[src/rtl/tt_um_count_monitor_if.sv]
// Bundles the count-monitor pin group.
//   ena     : design enable
//   ui_in   : count bus from the external counter (asynchronous to clk)
//   uio_in  : [1:0] readout select, [3] sticky-flag clear
//   uo_out  : selected readout
//   uio_out : unused, driven 0
//   uio_oe  : all uio pins are inputs, driven 0
interface tt_um_count_monitor_if;
  logic       ena;
  logic [7:0] ui_in;
  logic [7:0] uio_in;
  logic [7:0] uo_out;
  logic [7:0] uio_out;
  logic [7:0] uio_oe;

  modport master (
    output ena, ui_in, uio_in,
    input  uo_out, uio_out, uio_oe
  );

  modport slave (
    input  ena, ui_in, uio_in,
    output uo_out, uio_out, uio_oe
  );
endinterface

[src/rtl/tt_um_count_monitor.sv]
// Monitors an external free-running binary counter seen on ui_in. The bus is synchronised,
// debounced (a value must hold STABLE_CYCLES samples), then each accepted value is classified
// as a good +1 step, a restart to zero, or an error. Good steps are counted over a window of
// 2^GATE_LOG2 clocks to give a rate readout.
//   clk   : system clock, rising edge
//   rst_n : synchronous active-low reset
//   bus   : slave side of tt_um_count_monitor_if (ena, ui_in, uio_in, uo_out, uio_out, uio_oe)
module tt_um_count_monitor #(
  parameter int unsigned STABLE_CYCLES = 2,
  parameter int unsigned GATE_LOG2     = 16
) (
  input logic                  clk,
  input logic                  rst_n,
  tt_um_count_monitor_if.slave bus
);

  typedef enum logic [1:0] {StIdle, StAcquire, StTrack} state_e;

  localparam logic [3:0] StableThr = 4'(STABLE_CYCLES);
  localparam logic [GATE_LOG2-1:0] WinOne = {{(GATE_LOG2-1){1'b0}}, 1'b1};

  state_e               state_q, state_d;
  logic [7:0]           s1_q, s2_q;
  logic [7:0]           last_q, last_d;
  logic [3:0]           stab_q, stab_d;
  logic [8:0]           step_q, step_d;
  logic [7:0]           err_q, err_d;
  logic [7:0]           rate_q, rate_d;
  logic [GATE_LOG2-1:0] win_q, win_d;
  logic                 err_flag_q, err_flag_d;
  logic                 restart_q, restart_d;
  logic                 stall_q, stall_d;
  logic                 seen_q, seen_d;

  logic       clr;
  logic       active, accept, good, restart_evt, error_evt, terminal;
  logic [8:0] step_inc;

  assign clr = bus.uio_in[3];

  always_comb begin
    // Stability run length of s2; a change starts a new run of one sample.
    stab_d = (s1_q != s2_q) ? 4'd1 : ((stab_q == 4'hf) ? stab_q : stab_q + 4'd1);

    active      = bus.ena && (state_q != StIdle);
    accept      = active && (stab_q >= StableThr) && (s2_q != last_q);
    good        = accept && (state_q == StTrack) && (s2_q == last_q + 8'd1);
    restart_evt = accept && (state_q == StTrack) && !good && (s2_q == 8'd0);
    error_evt   = accept && (state_q == StTrack) && !good && !restart_evt;
    terminal    = active && (&win_q);

    step_inc = (good && (step_q != 9'd256)) ? step_q + 9'd1 : step_q;

    last_d     = accept ? s2_q : last_q;
    win_d      = active ? win_q + WinOne : win_q;
    step_d     = terminal ? 9'd0 : step_inc;
    rate_d     = terminal ? ((step_inc > 9'd255) ? 8'hff : step_inc[7:0]) : rate_q;
    // The accept landing on the terminal cycle still belongs to the closing window.
    seen_d     = terminal ? 1'b0 : (seen_q | accept);
    stall_d    = terminal ? !(seen_q | accept) : stall_q;
    err_d      = (error_evt && (err_q != 8'hff)) ? err_q + 8'd1 : err_q;
    err_flag_d = err_flag_q | error_evt;
    restart_d  = restart_q | restart_evt;

    // Clear beats any same-edge setting event and acts even while idle.
    if (clr) begin
      err_d      = 8'd0;
      err_flag_d = 1'b0;
      restart_d  = 1'b0;
      stall_d    = 1'b0;
    end
  end

  always_comb begin
    state_d = state_q;
    unique case (state_q)
      StIdle:    state_d = StAcquire;
      StAcquire: if (accept) state_d = StTrack;
      StTrack:   state_d = StTrack;
      default:   state_d = StIdle;
    endcase
    if (!bus.ena) state_d = StIdle;
  end

  always_ff @(posedge clk) begin
    if (!rst_n) begin
      state_q    <= bus.ena ? StAcquire : StIdle;
      s1_q       <= 8'd0;
      s2_q       <= 8'd0;
      last_q     <= 8'd0;
      stab_q     <= 4'd0;
      step_q     <= 9'd0;
      err_q      <= 8'd0;
      rate_q     <= 8'd0;
      win_q      <= '0;
      err_flag_q <= 1'b0;
      restart_q  <= 1'b0;
      stall_q    <= 1'b0;
      seen_q     <= 1'b0;
    end else begin
      state_q    <= state_d;
      s1_q       <= bus.ui_in;
      s2_q       <= s1_q;
      last_q     <= last_d;
      stab_q     <= stab_d;
      step_q     <= step_d;
      err_q      <= err_d;
      rate_q     <= rate_d;
      win_q      <= win_d;
      err_flag_q <= err_flag_d;
      restart_q  <= restart_d;
      stall_q    <= stall_d;
      seen_q     <= seen_d;
    end
  end

  always_comb begin
    bus.uo_out = 8'd0;
    unique case (bus.uio_in[1:0])
      2'd0: bus.uo_out = last_q;
      2'd1: bus.uo_out = err_q;
      2'd2: bus.uo_out = rate_q;
      2'd3: bus.uo_out = {2'b00, stall_q, (err_q == 8'hff), (rate_q == 8'hff),
                          restart_q, err_flag_q, (state_q == StTrack)};
      default: bus.uo_out = 8'd0;
    endcase
  end

  assign bus.uio_out = 8'd0;
  assign bus.uio_oe  = 8'd0;

endmodule
[src/flat_wrapper.sv]
// flat-port wrapper written by rule: the top's interface ports become plain ports
module tt_um_count_monitor_flat 
#(
  parameter int unsigned STABLE_CYCLES = 2,
  parameter int unsigned GATE_LOG2     = 16
)
  (clk, rst_n, bus_ena, bus_ui_in, bus_uio_in, bus_uo_out, bus_uio_out, bus_uio_oe);
  tt_um_count_monitor_if bus_i ();
  input logic clk;
  input logic rst_n;
  input wire logic [$bits(bus_i.ena)-1:0] bus_ena;
  input wire logic [$bits(bus_i.ui_in)-1:0] bus_ui_in;
  input wire logic [$bits(bus_i.uio_in)-1:0] bus_uio_in;
  output wire logic [$bits(bus_i.uo_out)-1:0] bus_uo_out;
  output wire logic [$bits(bus_i.uio_out)-1:0] bus_uio_out;
  output wire logic [$bits(bus_i.uio_oe)-1:0] bus_uio_oe;
  assign bus_i.ena = bus_ena;
  assign bus_i.ui_in = bus_ui_in;
  assign bus_i.uio_in = bus_uio_in;
  assign bus_uo_out = bus_i.uo_out;
  assign bus_uio_out = bus_i.uio_out;
  assign bus_uio_oe = bus_i.uio_oe;
  tt_um_count_monitor #(.STABLE_CYCLES(STABLE_CYCLES), .GATE_LOG2(GATE_LOG2)) u_core (.clk(clk), .rst_n(rst_n), .bus(bus_i));
endmodule
[config.mk]
export PLATFORM = sky130hd
export DESIGN_NAME = tt_um_count_monitor_flat
export DESIGN_NICKNAME = d
export VERILOG_FILES = /design/src/rtl/tt_um_count_monitor_if.sv /design/src/rtl/tt_um_count_monitor.sv /design/src/flat_wrapper.sv
export SDC_FILE = /design/constraint.sdc
export NUM_CORES = 1
export LEC_CHECK = 0
export CORE_UTILIZATION = 60
export DETAILED_ROUTE_END_ITERATION = 10
export GPL_TIMING_DRIVEN = 0
export PLACE_DENSITY = 0.87
export SLEW_MARGIN = 20
export SYNTH_ARGS = -nofsm -noshare
export SYNTH_HDL_FRONTEND = slang
export SYNTH_SLANG_ARGS = --single-unit
[constraint.sdc]
create_clock -name clk -period 4.4 [get_ports clk]
set_clock_uncertainty 0.15 [all_clocks]
set_input_delay 0.44 -clock clk [delete_from_list [all_inputs] [get_ports clk]]
set_output_delay 0.44 -clock clk [all_outputs]
set_load 0.005 [all_outputs]
**Word level (Yosys, flattened, before mapping)**

Index checks and enable logic that the tools add are counted.

- Register bits: 75
- Bits of input ports: 19
- Output and inout bits: 24
- Word-level logic and storage cells: 72

- Add/sub/neg operators: 5
- Magnitude comparators: 2
- Equality and inequality tests: 15
- Mux-type cells: 10
- Bitwise logic cells: 4
- Reduce and logical (&&, ||, !) cells: 22

Operators by type and width:

| kind | number |
|---|---|
| case mux 8 bit (4 select lines) | 1 |
| adder 16 x 1 -> 16 bit (second input constant) | 1 |
| adder 8 x 1 -> 8 bit (second input constant) | 2 |
| == test 8 bit (second input constant) | 2 |
| inequality test 8 bit | 2 |
| AND reduction 16 bit | 1 |
| logical AND 1 bit | 11 |
| adder 9 x 1 -> 9 bit (second input constant) | 1 |
| greater-than comparator 9 x 8 -> 1 bit (second input constant) | 1 |
| 2-to-1 mux 9 bit | 1 |
| inequality test 9 bit (second input constant) | 1 |
| == test 8 bit | 1 |
| logical NOT 8 bit | 1 |
| 2-to-1 mux 8 bit | 1 |
| inequality test 8 bit (second input constant) | 1 |
| == test 2 bit (second input constant) | 3 |
| 2-to-1 mux 2 bit | 3 |
| case mux 2 bit (3 select lines) | 1 |
| OR reduction 2 bit | 3 |
| adder 4 x 1 -> 4 bit (second input constant) | 1 |
| == test 2 x 1 -> 1 bit (second input constant) | 2 |
| == test 4 bit (second input constant) | 1 |
| greater-or-equal comparator 4 x 2 -> 1 bit (second input constant) | 1 |
| logical NOT 2 bit | 2 |
| 7 further kinds | 13 |

**Logic depth before layout (Yosys ltp)**

Gate-level depths: netlist (run 1).

- Depth after elaboration: 12
- Gate-level depth with buffers: 11
- Mapped depth without buffers: 9

**Least setup slack after synthesis (run 1)**

No wires, ideal clock.

- Kind: register to register
- Start: register u_core.last_q[3]
- End: register u_core.rate_q[1]
- Setup time: 0.126 ns
- Arrival time: 1.976 ns
- Required time: 4.124 ns
- Slack: 2.148 ns
- Cell stages (with the launch flop): 9
- Path buffers: 1
- Period minus slack after synthesis: 2.252 ns
- Cells stage by stage: dfxtp_1 > buf_6 > xor2_1 > or4_4 > o211a_4 > a21boi_4 > nand2_4 > mux2i_1 > a21oi_2

- Cells in the longest elaborated chain, start to end: 8
- Elaborated cells between the ends (all ways): 10
- Classes of those cells: add/sub: 1; order compare: 1; eq/ne: 2; mux: 2; reduce/logical: 4

RTL lines:

| element | line | RTL |
|---|---|---|
| from (decl) | tt_um_count_monitor.sv:24 | `logic [7:0] last_q, last_d;` |
| from (signal assigned) | tt_um_count_monitor.sv:104 | `last_q <= last_d;` |
| branches (longest 3 deep; another with adder 8 x 1 -> 8 bit) | -- |  |
| logical AND 1 bit (*) | tt_um_count_monitor.sv:47 | `good = accept && (state_q == StTrack) && (s2_q == last_q + 8'd1);` |
| logical AND 1 bit (*) | tt_um_count_monitor.sv:52 | `step_inc = (good && (step_q != 9'd256)) ? step_q + 9'd1 : step_q;` |
| 2-to-1 mux 9 bit (*) | tt_um_count_monitor.sv:52 |  |
| greater-than comparator 9 x 8 -> 1 bit | tt_um_count_monitor.sv:57 | `rate_d = terminal ? ((step_inc > 9'd255) ? 8'hff : step_inc[7:0]) : rate_q;` |
| 2-to-1 mux 8 bit (*) | tt_um_count_monitor.sv:57 |  |
| to (signal assigned) | tt_um_count_monitor.sv:108 | `rate_q <= rate_d;` |
| to (decl) | tt_um_count_monitor.sv:28 | `logic [7:0] rate_q, rate_d;` |

Every way passes the cells marked *.
A chain may end at the register's enable or synchronous reset.

**Worst setup path after layout (run 1)**

- Start: register u_core.err_q[0]
- End: output bus_uo_out[4]

- Cells in the longest elaborated chain, start to end: 2

RTL lines:

| element | line | RTL |
|---|---|---|
| from (decl) | tt_um_count_monitor.sv:27 | `logic [7:0] err_q, err_d;` |
| from (signal assigned) | tt_um_count_monitor.sv:107 | `err_q <= err_d;` |
| == test 8 bit | tt_um_count_monitor.sv:123 | `2'd3: bus.uo_out = {2'b00, stall_q, (err_q == 8'hff), (rate_q == 8'hff),` |
| case mux 8 bit (4 select lines) | tt_um_count_monitor.sv:119 | `unique case (bus.uio_in[1:0])` |
| to (decl) | flat_wrapper.sv:14 | `output wire logic [$bits(bus_i.uo_out)-1:0] bus_uo_out;` |

No other way between the ends.

==> flow_metrics.tcl, run 1 <==
set metrics [dict create \
    status "finished, final reports clean" \
    fp.dieW_um 82.7 \
    gp_congestion 0.845 \
    hold_viol 0 \
    synth_most_common_cell "dfxtp_1" \
    yosysTopAreaCell "dfxtp_1" \
    h-tree-depth 3 \
    setup_viol 0 \
    fp.dieH_um 82.7 \
    ys_top_cells_by_area "dfxtp_1, xnor2_1, and2_1" \
    hold_path.class "reg2reg" \
    viasPerCell 5.63 \
    ys_types 61 \
    fin_util_pct 71.1 \
    clock-sinks 75 \
    cp-end-kind "primary output" \
    path_clk_slew_ps 70 \
    avgRoutedWirePerCell_um 14.9 \
    power.density_mw_per_mm2 317 \
    grt_pass1_vias 2812 \
    fin_area_mm2 0.00449 \
    p_leak_uw 0.00184 \
    std_cell_rows 29 \
    synth-edff-count 2 \
    initial_core_util_pct 61.9 \
    antenna_found_initial 0 \
    pwr-share-seq_pct 49.6 \
    switching_share_pct 21.8 \
    antennaDiodeCount 0 \
    cts-resized-gates 0 \
    drv_cap 0 \
    post_cts_buffers 0 \
    slew_headroom_pct 54.6 \
    ys_warn_count 0 \
    cp.required_ps 3810 \
    setup_ws_ps 1420 \
    combPwrFrac_pct 7.1 \
    place_area_mm2 0.00425 \
    avgSynthCellArea_um2 9.73 \
    ir_worst_vdd_uv 225 \
    num_vias 2976 \
    synth_top_cells_by_count "dfxtp_1, and2_1, xnor2_1" \
    p_int_uw 1110 \
    fmax_mhz 336 \
    rsz0062_at_grt "no" \
    core-area_mm2 0.00631 \
    synth_seq_cells 75 \
    cts_tree "done" \
    grt_max_degree 13 \
    die_area_mm2 0.00684 \
    clk_path_buf_depth 2 \
    pwr-share-clk_pct 43.3 \
    boundaryPins 43 \
    crit_fanout 4 \
    power_switching_uw 309 \
    io_buffers 19 \
    slew_viol_final 0 \
    clk_latency_ps 340 \
    cts_hold_buf 0 \
    async_flop_share_pct 0 \
    syn_inst 402 \
    area_growth_pct 14.8 \
    critPathKind "reg2out" \
    yosysSeqAreaShare_pct 38.9 \
    drt_iter0_drc 175 \
    layout-drive-gt1-share_pct 14.2 \
    worstMarginPinSlew_ps 681 \
    track_usage_pct 25.0 \
    dp_hpwl_um 5640 \
    netlist_area_mm2 0.00391 \
    cp_data_arrival_time_ps 2390 \
    detail-route-antenna-nets 0 \
    overflow 0 \
    num-fill-cells 477 \
    dr.pass1.iters 4 \
    numCtsBuffers 9 \
    fin_crit_sh_pct 67.7 \
    drc 0 \
    cts-root-buf "clkbuf_8" \
    setup_tns_ps 0 \
    cp-start-kind "flop" \
    timing.final.crit_period_ps 2980 \
    wl_um 7880 \
    grt_pass1_wl_um 12800 \
    nets 477 \
    post-place-ws_ps 1390 \
    finalPower_uw 1420 \
    synth_top_area_share_pct 37.4 \
    synthFlopType "dfxtp_1" \
]
==> state kept, by name, indices dropped and copies added (netlist names) <==
| register | cells |
|---|---|
| u_core.win_q | 16 |
| u_core.step_q | 9 |
| u_core.err_q | 8 |
| u_core.last_q | 8 |
| u_core.rate_q | 8 |
| u_core.s1_q | 8 |
| u_core.s2_q | 8 |
| u_core.stab_q | 4 |
| u_core.state_q | 2 |
| u_core.err_flag_q | 1 |
| u_core.restart_q | 1 |
| u_core.seen_q | 1 |
| u_core.stall_q | 1 |
==> final cells by class <==
type                    instances  area [um^2]  share of cell area [%]
inverters                       8         30.0                   0.669
clock buffers                  13          169                    3.76
plain buffers                  33          238                    5.29
clock inverters                 3         68.8                    1.53
repair buffers                 19          190                    4.24
multi-input cells             301         2180                    48.5
well taps                      77         96.3                    2.15
flip-flops and latches         75         1520                    33.9
==> per-layer routing <==
layer	track usage, %	vias up	wire, um
met5	0	-	0
met4	10.7	0	140
met1	30.5	1434	3440
met3	4.07	17	343
met2	43.1	74	3960
li1	-	1451	-
==> through the flow <==
step                hold WS (ps)  cells
global placement             296    513
detailed placement           312    513
global route                 355    529
floorplan                    275    417
finish                       329    529
CTS                          327    529
==> kinds of logic after synthesis <==
group | after synthesis | synth area share (%)
flip-flops | 75 | 38.9
adder cells (fa/ha/maj) | 11 | 3.52
XOR/XNOR | 44 | 9.86
AND/OR/NAND/NOR | 159 | 24.0
other | 1 | 0.0959
buffers and inverters | 41 | 6.85
multiplexers | 21 | 7.33
AO/OA/AOI/OAI | 50 | 9.41
==> worst max-delay path, cell delays in order (launching register included) <==
cell and delay [ps]:
dfxtp_1 360, ha_1 260, and3_1 220, and3_1 280, mux4_2 480, clkdlybuf4s50_1 450
==> placed cells by master (no fill, tap or decap), drive strengths merged, types with 2 or more instances in the layout <==
| cell | synthesis | final |
|---|---|---|
| bufinv | 0 | 2 |
| a31o | 2 | 2 |
| mux4 | 5 | 5 |
| a21oi | 11 | 11 |
| o211a | 3 | 3 |
| edfxtp | 2 | 2 |
| a41o | 2 | 2 |
| xnor2 | 28 | 28 |
| inv | 8 | 8 |
| nand2b | 3 | 3 |
| and2 | 31 | 31 |
| or3 | 2 | 2 |
| a31oi | 2 | 2 |
| ha | 11 | 11 |
| xor2 | 16 | 16 |
| nor2 | 27 | 27 |
| nor4 | 5 | 5 |
| clkdlybuf4s50 | 0 | 19 |
| nand4 | 16 | 16 |
| nor2b | 14 | 14 |
| nor3 | 6 | 6 |
| o21ai | 16 | 16 |
| nand2 | 17 | 17 |
| dfxtp | 73 | 73 |
| conb | 1 | 16 |
| a211oi | 2 | 2 |
| a21boi | 6 | 6 |
| and4 | 3 | 3 |
| clkbuf | 12 | 25 |
| nor3b | 2 | 2 |
| mux2i | 15 | 15 |
| and3 | 13 | 13 |
| buf | 21 | 21 |
| nand3 | 17 | 17 |
==> path summary, 6_finish.rpt <==
check                                  startpoint               end  slack, ps  cells after the start
worst max-delay path              u_core.err_q[0]     bus_uo_out[4]       1420                      5
worst min-delay path             u_core.restart_q  u_core.restart_q        330                      1
worst max register to register  u_core.state_q[0]  u_core.step_q[0]       1810                     11
worst min register to register   u_core.restart_q  u_core.restart_q        330                      1
==> power groups by stage <==
| stage | Clock [uW] | Combinational (uW) | Sequential, uW |
|---|---|---|---|
| 2_1_floorplan | 0 | 74.7 | 718 |
| 3_3_place_gp | 0 | 96.0 | 720 |
| 3_5_place_dp | 0 | 99.5 | 721 |
| 4_1_cts | 622 | 100 | 706 |
| 5_1_grt | 650 | 113 | 707 |
| 6_report | 615 | 101 | 706 |
(Power assumes the default switching activity.)
==> inputs of run 2 (changes only) <==
--- a/config.mk
+++ b/config.mk
@@ -5,10 +5,10 @@
 export SDC_FILE = /design/constraint.sdc
 export NUM_CORES = 1
 export LEC_CHECK = 0
-export CORE_UTILIZATION = 60
+export CORE_UTILIZATION = 51
 export DETAILED_ROUTE_END_ITERATION = 10
 export GPL_TIMING_DRIVEN = 0
-export PLACE_DENSITY = 0.87
+export PLACE_DENSITY = 0.79
 export SLEW_MARGIN = 20
 export SYNTH_ARGS = -nofsm -noshare
 export SYNTH_HDL_FRONTEND = slang
==> constraint.sdc (replaced) <==
create_clock -name clk -period 2.4 [get_ports clk]
set_clock_uncertainty 0.15 [all_clocks]
set_input_delay 0.24 -clock clk [delete_from_list [all_inputs] [get_ports clk]]
set_output_delay 0.24 -clock clk [all_outputs]
set_load 0.005 [all_outputs]
==> run 2 against run 1 <==
Clock power up 79%; hold slack worse by 29 ps; worst setup slack worse by 1400 ps; highest routed layer unchanged.
==> flow_metrics.tcl, run 2 (synthesized netlist as in run 1, its figures left out) <==
set metrics [dict create \
    gp_congestion 0.801 \
    nets 491 \
    wl_met3_um 321 \
    drv_cap 0 \
    hold-path-cell-count 2 \
    clock-sinks 75 \
    viasPerCell 5.23 \
    r2r-end "u_core.rate_q[5]" \
    place_area_mm2 0.00428 \
    whs_endpoint "u_core.s1_q[2]" \
    cts-root-buf "clkbuf_8" \
    timing.final.crit_period_ps 2370 \
    setup_viol 0 \
    io_buffers 19 \
    critPathKind "reg2reg" \
    worstMarginPinSlew_ps 699 \
    switching_share_pct 23.9 \
    num-fill-cells 543 \
    drc 0 \
    rr_worst_depth 9 \
    cp.required_ps 2500 \
    top_regs "u_core.win_q (16), u_core.step_q (9)" \
    antennaDiodeCount 0 \
    area_growth_pct 23.5 \
    regMostFlops "u_core.win_q" \
    wl_um 8080 \
    fp.dieH_um 89.6 \
    largest_reg_flops 16 \
    fin_util_pct 65.9 \
    dr.pass1.iters 4 \
    clk_latency_ps 360 \
    initial_core_util_pct 53.3 \
    combPwrFrac_pct 7.5 \
    slew_headroom_pct 53.4 \
    ir_worst_vdd_uv 290 \
    dp_hpwl_um 5540 \
    fp.dieW_um 89.6 \
    hold_path.class "in2reg" \
    cts_tree "done" \
    grt_pass1_vias 2752 \
    layout-drive-gt1-share_pct 25.8 \
    antenna_found_initial 0 \
    track_usage_pct 21.2 \
    drt_iter0_drc 103 \
    rrSetupSlack_ps 30 \
    fin_crit_sh_pct 98.7 \
    fin_area_mm2 0.00483 \
    die_area_mm2 0.00802 \
    pwr-share-seq_pct 50.1 \
    cp-start-kind "flop" \
    status "finished, final reports clean" \
    wl_met2_um 3960 \
    hp-start "bus_ui_in[2]" \
    avgRoutedWirePerCell_um 14.3 \
    setup_tns_ps 0 \
    cp-end-kind "flop" \
    p_int_uw 1970 \
    boundaryPins 43 \
    grt_max_degree 15 \
    path_clk_slew_ps 90 \
    overflow 0 \
    setup_ws_ps 30.0 \
    numCtsBuffers 9 \
    routed.top_layer "met4" \
    fmax_mhz 422 \
    cp_data_arrival_time_ps 2470 \
    crit_fanout 10 \
    power_switching_uw 616 \
    core-area_mm2 0.00733 \
    grt_pass1_wl_um 12700 \
    layout_commonest_cell "dfxtp_1" \
    wl_met1_um 3600 \
    rr_startpoint "u_core.last_q[0]" \
    hold_viol 0 \
    detail-route-antenna-nets 0 \
    post-place-ws_ps -400 \
    num_vias 2953 \
    pwr-share-clk_pct 42.4 \
    cts_hold_buf 0 \
    slew_viol_final 0 \
    p_leak_uw 0.00195 \
    clk_path_buf_depth 2 \
    std_cell_rows 31 \
    h-tree-depth 3 \
    layout_common_cells "dfxtp_1, and2_1, buf_4" \
    power.density_mw_per_mm2 535 \
]
==> run 2: worst max path at each step <==
stage / start / endpoint / depth (start not counted) / slack, ps
after floorplan: u_core.last_q[3] / u_core.rate_q[1] / 8 / 150
after global routing: u_core.last_q[0] / u_core.rate_q[5] / 9 / -40
after global placement: bus_ena / u_core.step_q[7] / 10 / -340
after CTS: u_core.state_q[0] / bus_uo_out[0] / 4 / 20
after detailed placement: bus_ena / u_core.step_q[5] / 10 / -400
final: u_core.last_q[0] / u_core.rate_q[5] / 9 / 30
==> run 2: critical path: stages (launching register included) <==
cell,delay (ps)
dfxtp_4,380
ha_4,250
xor2_1,150
a211o_1,250
a211oi_2,170
o211a_4,250
buf_12,150
nand4_1,170
xor2_2,260
a21oi_2,70
==> run 2: through the flow <==
| step | hold WS (ps) | power (uW) | cells |
|---|---|---|---|
| floorplan | 217 | 1450 | 417 |
| global placement | 295 | 1500 | 535 |
| detailed placement | 305 | 1500 | 535 |
| CTS | 295 | 2580 | 557 |
| global route | 300 | 2690 | 565 |
| finish | 299 | 2580 | 565 |
==> run 2: layout make-up <==
| class | count | area (um^2) | share of cell area, % |
|---|---|---|---|
| tap | 99 | 124 | 2.57 |
| sequential | 75 | 1540 | 31.9 |
| multi-input combinational | 301 | 2340 | 48.4 |
| clock inverter | 7 | 98.8 | 2.05 |
| inverter | 8 | 30.0 | 0.622 |
| buffer | 31 | 231 | 4.79 |
| timing repair buffer | 35 | 340 | 7.05 |
| clock buffer | 9 | 124 | 2.57 |
==> run 2: timing repair <==
item,CTS,global route
setup buffers,7,9
hold endpoints to repair,0,0
pin swaps,3,13
gates resized for setup,19,33
setup endpoints to repair,25,30
==> run 2: power by group through the flow <==
stage / clock network, uW / logic [uW] / registers (uW)
global route: 1170 / 221 / 1300
finish: 1100 / 193 / 1290
floorplan: 0 / 137 / 1320
CTS: 1100 / 187 / 1290
global placement: 0 / 177 / 1320
detailed placement: 0 / 182 / 1320
==> run 2: layer usage <==
| layer | vias up | GRT usage [%] |
|---|---|---|
| li1 | 1487 | - |
| met3 | 17 | 5.45 |
| met1 | 1381 | 26.4 |
| met2 | 68 | 35.5 |
| met4 | 0 | 7.36 |
| met5 | - | 0 |
